**config.mk**
```make
export PLATFORM = sky130hd
export DESIGN_NAME = spi_word_assembler
export DESIGN_NICKNAME = d
export VERILOG_FILES = /design/src/rtl/spi_word_assembler.sv
export SDC_FILE = /design/constraint.sdc
export NUM_CORES = 1
export LEC_CHECK = 0
export CAP_MARGIN = 10
export CELL_PAD_IN_SITES_DETAIL_PLACEMENT = 0
export CELL_PAD_IN_SITES_GLOBAL_PLACEMENT = 1
export CORE_MARGIN = 5
export CORE_UTILIZATION = 30
export DETAILED_ROUTE_END_ITERATION = 8
export HOLD_SLACK_MARGIN = 0.1
export PLACE_DENSITY_LB_ADDON = 0.2
export SLEW_MARGIN = 0
export SYNTH_ARGS = -nofsm -noshare
export SYNTH_HDL_FRONTEND = slang
export SYNTH_SLANG_ARGS = --single-unit
export TNS_END_PERCENT = 20
```
**constraint.sdc**
```tcl
create_clock -name clk_i -period 1.9 [get_ports clk_i]
set_input_delay 0.38 -clock clk_i [delete_from_list [all_inputs] [get_ports clk_i]]
set_output_delay 0.38 -clock clk_i [all_outputs]
set_load 0.005 [all_outputs]
```
**src/rtl/spi_word_assembler.sv**
```systemverilog
// Collects NBYTES received SPI bytes into one word and exposes the raw word plus an
// extracted field. Completed frames are held until the consumer acknowledges them.
module spi_word_assembler #(
    parameter int NBYTES    = 2,
    parameter int OUT_W     = 8,
    parameter int SHIFT     = 4,
    parameter int MSB_FIRST = 1
) (
    input  logic                  clk_i,
    input  logic                  reset_i,
    input  logic                  start_i,
    input  logic                  byte_valid_i,
    input  logic [7:0]            byte_i,
    input  logic                  ack_i,
    input  logic                  clr_ovr_i,
    output logic [8*NBYTES-1:0]   raw_o,
    output logic [OUT_W-1:0]      word_o,
    output logic                  valid_o,
    output logic                  busy_o,
    output logic [2:0]            count_o,
    output logic                  overrun_o
);

    localparam int W = 8 * NBYTES;

    localparam logic [1:0] IDLE    = 2'd0;
    localparam logic [1:0] COLLECT = 2'd1;
    localparam logic [1:0] DONE    = 2'd2;

    localparam logic [2:0] LAST = 3'(NBYTES - 1);
    localparam logic [2:0] FULL = 3'(NBYTES);

    generate
        if ((SHIFT + OUT_W > W) || (NBYTES < 1) || (NBYTES > 4)) begin : g_bad_params
            $error("spi_word_assembler: field [SHIFT+OUT_W-1:SHIFT] must fit in 8*NBYTES bits, NBYTES in 1..4");
        end
    endgenerate

    logic [1:0]       state_q, state_d;
    logic [2:0]       count_q, count_d;
    logic [W-1:0]     asm_q, asm_d, asm_ins;
    logic [W-1:0]     raw_q, raw_d;
    logic [OUT_W-1:0] word_q, word_d;
    logic             ovr_q, ovr_d;

    // Assembly word with the incoming byte dropped into the slot selected by count.
    always_comb begin
        asm_ins = asm_q;
        for (int i = 0; i < NBYTES; i++) begin
            if (count_q == 3'(i)) begin
                asm_ins[8*((MSB_FIRST != 0) ? (NBYTES - 1 - i) : i) +: 8] = byte_i;
            end
        end
    end

    always_comb begin
        state_d = state_q;
        count_d = count_q;
        asm_d   = asm_q;
        raw_d   = raw_q;
        word_d  = word_q;
        ovr_d   = clr_ovr_i ? 1'b0 : ovr_q;

        case (state_q)
            IDLE: begin
                if (start_i) begin
                    state_d = COLLECT;
                    count_d = 3'd0;
                    asm_d   = '0;
                end
            end
            COLLECT: begin
                if (start_i) begin
                    count_d = 3'd0;
                    asm_d   = '0;
                end else if (byte_valid_i) begin
                    if (count_q == LAST) begin
                        state_d = DONE;
                        count_d = 3'd0;
                        asm_d   = '0;
                        raw_d   = asm_ins;
                        word_d  = asm_ins[SHIFT +: OUT_W];
                    end else begin
                        asm_d   = asm_ins;
                        count_d = count_q + 3'd1;
                    end
                end
            end
            DONE: begin
                if (ack_i) begin
                    state_d = start_i ? COLLECT : IDLE;
                    count_d = 3'd0;
                    asm_d   = '0;
                end else if (byte_valid_i) begin
                    // The pending frame is kept; the late byte is lost and flagged.
                    ovr_d = 1'b1;
                end
            end
            default: begin
                state_d = IDLE;
                count_d = 3'd0;
                asm_d   = '0;
            end
        endcase
    end

    always_ff @(posedge clk_i) begin
        if (reset_i) begin
            state_q <= IDLE;
            count_q <= 3'd0;
            asm_q   <= '0;
            raw_q   <= '0;
            word_q  <= '0;
            ovr_q   <= 1'b0;
        end else begin
            state_q <= state_d;
            count_q <= count_d;
            asm_q   <= asm_d;
            raw_q   <= raw_d;
            word_q  <= word_d;
            ovr_q   <= ovr_d;
        end
    end

    assign raw_o     = raw_q;
    assign word_o    = word_q;
    assign valid_o   = (state_q == DONE);
    assign busy_o    = (state_q == COLLECT);
    assign count_o   = (state_q == DONE) ? FULL : ((state_q == COLLECT) ? count_q : 3'd0);
    assign overrun_o = ovr_q;

endmodule

```
After elaboration in Yosys (flattened, before gate mapping)

Index checks and enable logic that the tools add are counted.

Register bits after elaboration: 46
Output and inout bits: 30

Equality and inequality tests: 9
Bitwise operators: 1
Multiplexer cells: 27
Reduce and logical (&&, ||, !) cells: 5
Add/subtract/negate cells: 1

Operators with widths:

| kind                                           | count |
|---|---|
| 2-to-1 mux 16 bit                              | 5 |
| one-hot mux 16 bit (3 select lines)            | 1 |
| 2-to-1 mux 3 bit                               | 7 |
| 2-to-1 mux 8 bit                               | 2 |
| 2-to-1 mux 2 bit                               | 5 |
| one-hot mux 3 bit (3 select lines)             | 1 |
| != test 2 bit (second input constant)          | 4 |
| one-hot mux 2 bit (3 select lines)             | 1 |
| 2-to-1 mux 1 bit                               | 5 |
| AND reduction 5 bit                            | 1 |
| AND reduction 4 bit                            | 1 |
| adder 3 x 1 -> 3 bit (second input constant)   | 1 |
| == test 3 x 1 -> 1 bit (second input constant) | 1 |
| logical NOT 3 bit                              | 1 |
| != test 3 bit (second input constant)          | 1 |
| AND reduction 3 bit                            | 1 |
| == test 2 x 1 -> 1 bit (second input constant) | 1 |
| == test 2 bit (second input constant)          | 1 |
| logical NOT 2 bit                              | 1 |
| != test 2 x 1 -> 1 bit (second input constant) | 1 |
| inverter 1 bit                                 | 1 |

Longest topological paths before layout

Word-level depth: 6
Depth in mapped cells: 6
Depth with buffers taken out: 3

Least setup slack after synthesis

OpenSTA, ideal clock, no wires.

Path type: flip-flop to flip-flop
Start point: register state_q[0]
End point: register asm_q[10]
Data required time: 1.807 ns
Path buffers: 3
Arrival time: 1.633 ns
Clock period less this slack: 1.726 ns
Cell stages (with the launch flop): 7
Slack: 0.174 ns
Cell sequence: dfxtp_1 -> buf_4 -> or3b_1 -> buf_2 -> or4_4 -> buf_6 -> o32ai_1

Longest elaborated chain between the ends: 3
Elaborated cells between the ends (all ways): 8
Classes of those cells: eq/ne (5); mux (1); reduce/logical (2)

RTL lines:

| what                                                     | RTL line | source |
|---|---|---|
| start: declaration                                       | 39       | `logic [1:0] state_q, state_d;` |
| start signal: assignment                                 | 116      | `state_q <= state_d;` |
| == test 2 x 1 -> 1 bit, or another cell as far along     | 64       | `case (state_q)` |
| != test 3 bit (no line) or != test 2 bit (tied branches) | n/a      |  |
| AND reduction 3 bit (no line)                            | n/a      |  |
| end signal: assignment                                   | 118      | `asm_q <= asm_d;` |
| end: declaration                                         | 41       | `logic [W-1:0] asm_q, asm_d, asm_ins;` |

Parallel ways exist; a longest one is shown, timed or not.
A chain may end at the register's enable or synchronous reset.

Final worst setup path

Start point: register state_q[0]
End point: output port count_o[1]

Longest elaborated chain between the ends: 3
Elaborated cells between the ends (all ways): 4
Classes of those cells: eq/ne (2); mux (2)

RTL lines:

| what                   | RTL line | source |
|---|---|---|
| == test 2 x 1 -> 1 bit | 129      | `assign count_o = (state_q == DONE) ? FULL : ((state_q == COLLECT) ? count_q : 3'd0);` |
| 2-to-1 mux 3 bit       | 129      |  |
| 2-to-1 mux 3 bit (*)   | 129      |  |
| end: declaration       | 20       | `output logic [2:0] count_o,` |

Every way passes the cells marked *; elsewhere a longest branch is shown, timed or not.

==> out/metrics.yaml <==
die_w_um: 78.0
dominantRegCellSynth: "dfxtp_1"
core-area_um2: 4410
grt_overflow_total: 0
drive_gt1_share_pct: 15.6
clkTransAtPathRegs_ns: 0.07
netlist_instances: 163
path_class: "flop to primary output"
ys_seq_area_share_pct: 43.2
numClockSinks: 30
drc: 0
whs_ns: 0.464
drt_iter0_markers: 51
hold_class: "flop to flop"
final_antenna_net_count: 0
max_stage_delay_ns: 0.49
fmax_ghz: 0.551
clk_latency_ns: 0.28
cts_made_buffers: 5
io_buffers: 43
finalHoldViolations: 0
async_reset_ff_share_pct: 0
netlist_area_um2: 1390
r2r_cells: 3
cts_tree: "done"
slew_viol_final: 0
num_vias: 1310
finalClockSkew_ns: 0.00431
layout_commonest_cell: "clkdlybuf4s50_1"
grt_pass1_vias: 1261
power.density_nw_per_um2: 652
status: "finished clean"
wl_per_cell_um: 14.2
layout_common_cells: "clkdlybuf4s50_1 (41), dfxtp_1 (28), a21oi_1 (20)"
cts_setup_buffers: 0
yosysUniqueCellTypes: 31
p_switching_mw: 0.316
critPathRequiredTime_ns: 1.52
h-tree-depth: 2
fin_crit_sh_pct: 95.5
syn_area_per_cell_um2: 8.52
ys_seq_elements: 30
synth_edf_count: 0
path_cells: "nor2b_4, a21o_1, clkdlybuf4s50_1"
nets: 218
antenna_cells: 0
switching_share_pct: 24.1
finalWeightedCongestion: 0.802
area_growth_pct: 44.7
cp-end-kind: "primary output"
synth.area.top_cells: "dfxtp_1 (43%), a21oi_1 (7.2%), a211oi_1 (6.5%)"
power_frac_comb_pct: 9.9
internal_power_mw: 0.994
period_needed_ns: 1.82
io_pins: 44
clkPwrFrac_pct: 41.1
root_buffer: "clkbuf_8"
syn-num-nets: 177
slew_headroom_pct: 64.1
yosysTopAreaCellShare_pct: 43.2
crit_arrival_ns: 1.44
cp-start-kind: "flop"
rows: 24
dieArea_um2: 6090
cts_hold_buf: 0
power.leakage_nw: 0.696
yosysWarnings: 0
cap_violations: 0
avgViaCountPerCell: 5.10
grt_first_pass_wirelength_um: 6170
antenna_found_initial: 0
power.share.sequential_pct: 49.0
wl_um: 3660
yosysTopAreaCell: "dfxtp_1"
setup_viol: 0
worst_pin_slew_ns: 0.538
post-dp-hpwl_um: 2630
holdPathStages: 2
initial_utilization_pct: 31.5
cp_slowest_cell: "clkdlybuf4s50_1"
grt_usage_pct: 12.4
grt_max_degree: 40
p_total_mw: 1.31
die-height_um: 78.0
ir_drop_mv: 0.315
cts.path.max_buffers: 2
cp_max_fo: 9
dr.pass1.iters: 4
cell type report:
type / instances / area, um^2
clock buffers: 6 / 82.6
clock inverters: 2 / 12.5
fillers: 440 / 2400
inverters: 8 / 30.0
multi-input cells: 101 / 651
flip-flops and latches: 30 / 608
well taps: 52 / 65.1
repair buffers: 58 / 561
registers in the layout, summed over array words and instances, names as in the netlist:
name,count
raw_o,16
asm_q,8
count_q,3
state_q,2
overrun_o,1
layer usage:
| metal | global-route usage [%] | up-vias | routed length, um |
|---|---|---|---|
| met2 | 17.1 | 31 | 1650 |
| met5 | 0 | - | 0 |
| li1 | - | 655 | - |
| met4 | 6.25 | 0 | 61 |
| met1 | 17.6 | 617 | 1770 |
| met3 | 3.20 | 7 | 185 |
worst max-delay path: cells and delay by family (launching register included):
family                 cells  cell delay [ns]
buffers and inverters      1             0.49
DFF                        1             0.39
and+or+nand+nor            1             0.17
AOI/OAI and AO/OA          1             0.12
repair_timing:
item | in CTS | in global routing
resized for setup | 3 | 7
gates cloned | 0 | 0
setup endpoints to repair | 4 | 11
endpoints found under the hold margin | 0 | 0
pin swaps | 0 | 0
power groups by stage:
stage	clock, mW	combinational [mW]	sequential [mW]
global placement	0	0.126	0.657
global route	0.588	0.142	0.643
CTS	0.557	0.128	0.643
floorplan	0	0.0627	0.653
detailed placement	0	0.128	0.657
finish	0.539	0.129	0.642
synth_stat cells (3+ instances only):
cell type,instances
dfxtp_1,30
a21oi_1,20
a211oi_1,12
clkbuf_1,10
o21ai_0,10
buf_4,9
nand2b_1,9
inv_1,8
nand2_1,8
nand3_1,8
o32ai_1,8
nor3b_1,4
nor2_1,3
nor2b_1,3
logic make-up (layout without fill, tap and decap cells):
logic type	after synthesis	after routing	share of synthesized area, %
AOI/OAI and AO/OA	53	53	24.1
and+or+nand+nor	47	47	20.1
buffers and inverters	32	74	11.8
DFF	30	30	43.2
muxes	1	1	0.721
metrics by stage:
stage / area [um^2] / setup TNS (ns) / instances / util (%) / worst slack (ns)
4_1_cts: 1990 / 0 / 257 / 45.0 / 0.00249
5_1_grt: 2010 / -0.00527 / 257 / 45.5 / -0.00527
2_1_floorplan: 1390 / 0 / 163 / - / 0.174
3_5_place_dp: 1890 / -2.38 / 249 / 42.7 / -0.297
6_report: 2010 / 0 / 257 / 45.5 / 0.0848
3_3_place_gp: 1890 / -1.56 / 249 / 42.7 / -0.198
path summary, 6_finish.rpt:
check	from	to	slack (ns)
setup reg to reg	state_q[1]	asm_q[15]	0.30
hold / removal	asm_q[13]	raw_o[13]	0.46
setup / recovery	state_q[0]	count_o[1]	0.08
hold reg to reg	asm_q[13]	raw_o[13]	0.46
No activity file was read; power rests on OpenSTA's default activity.
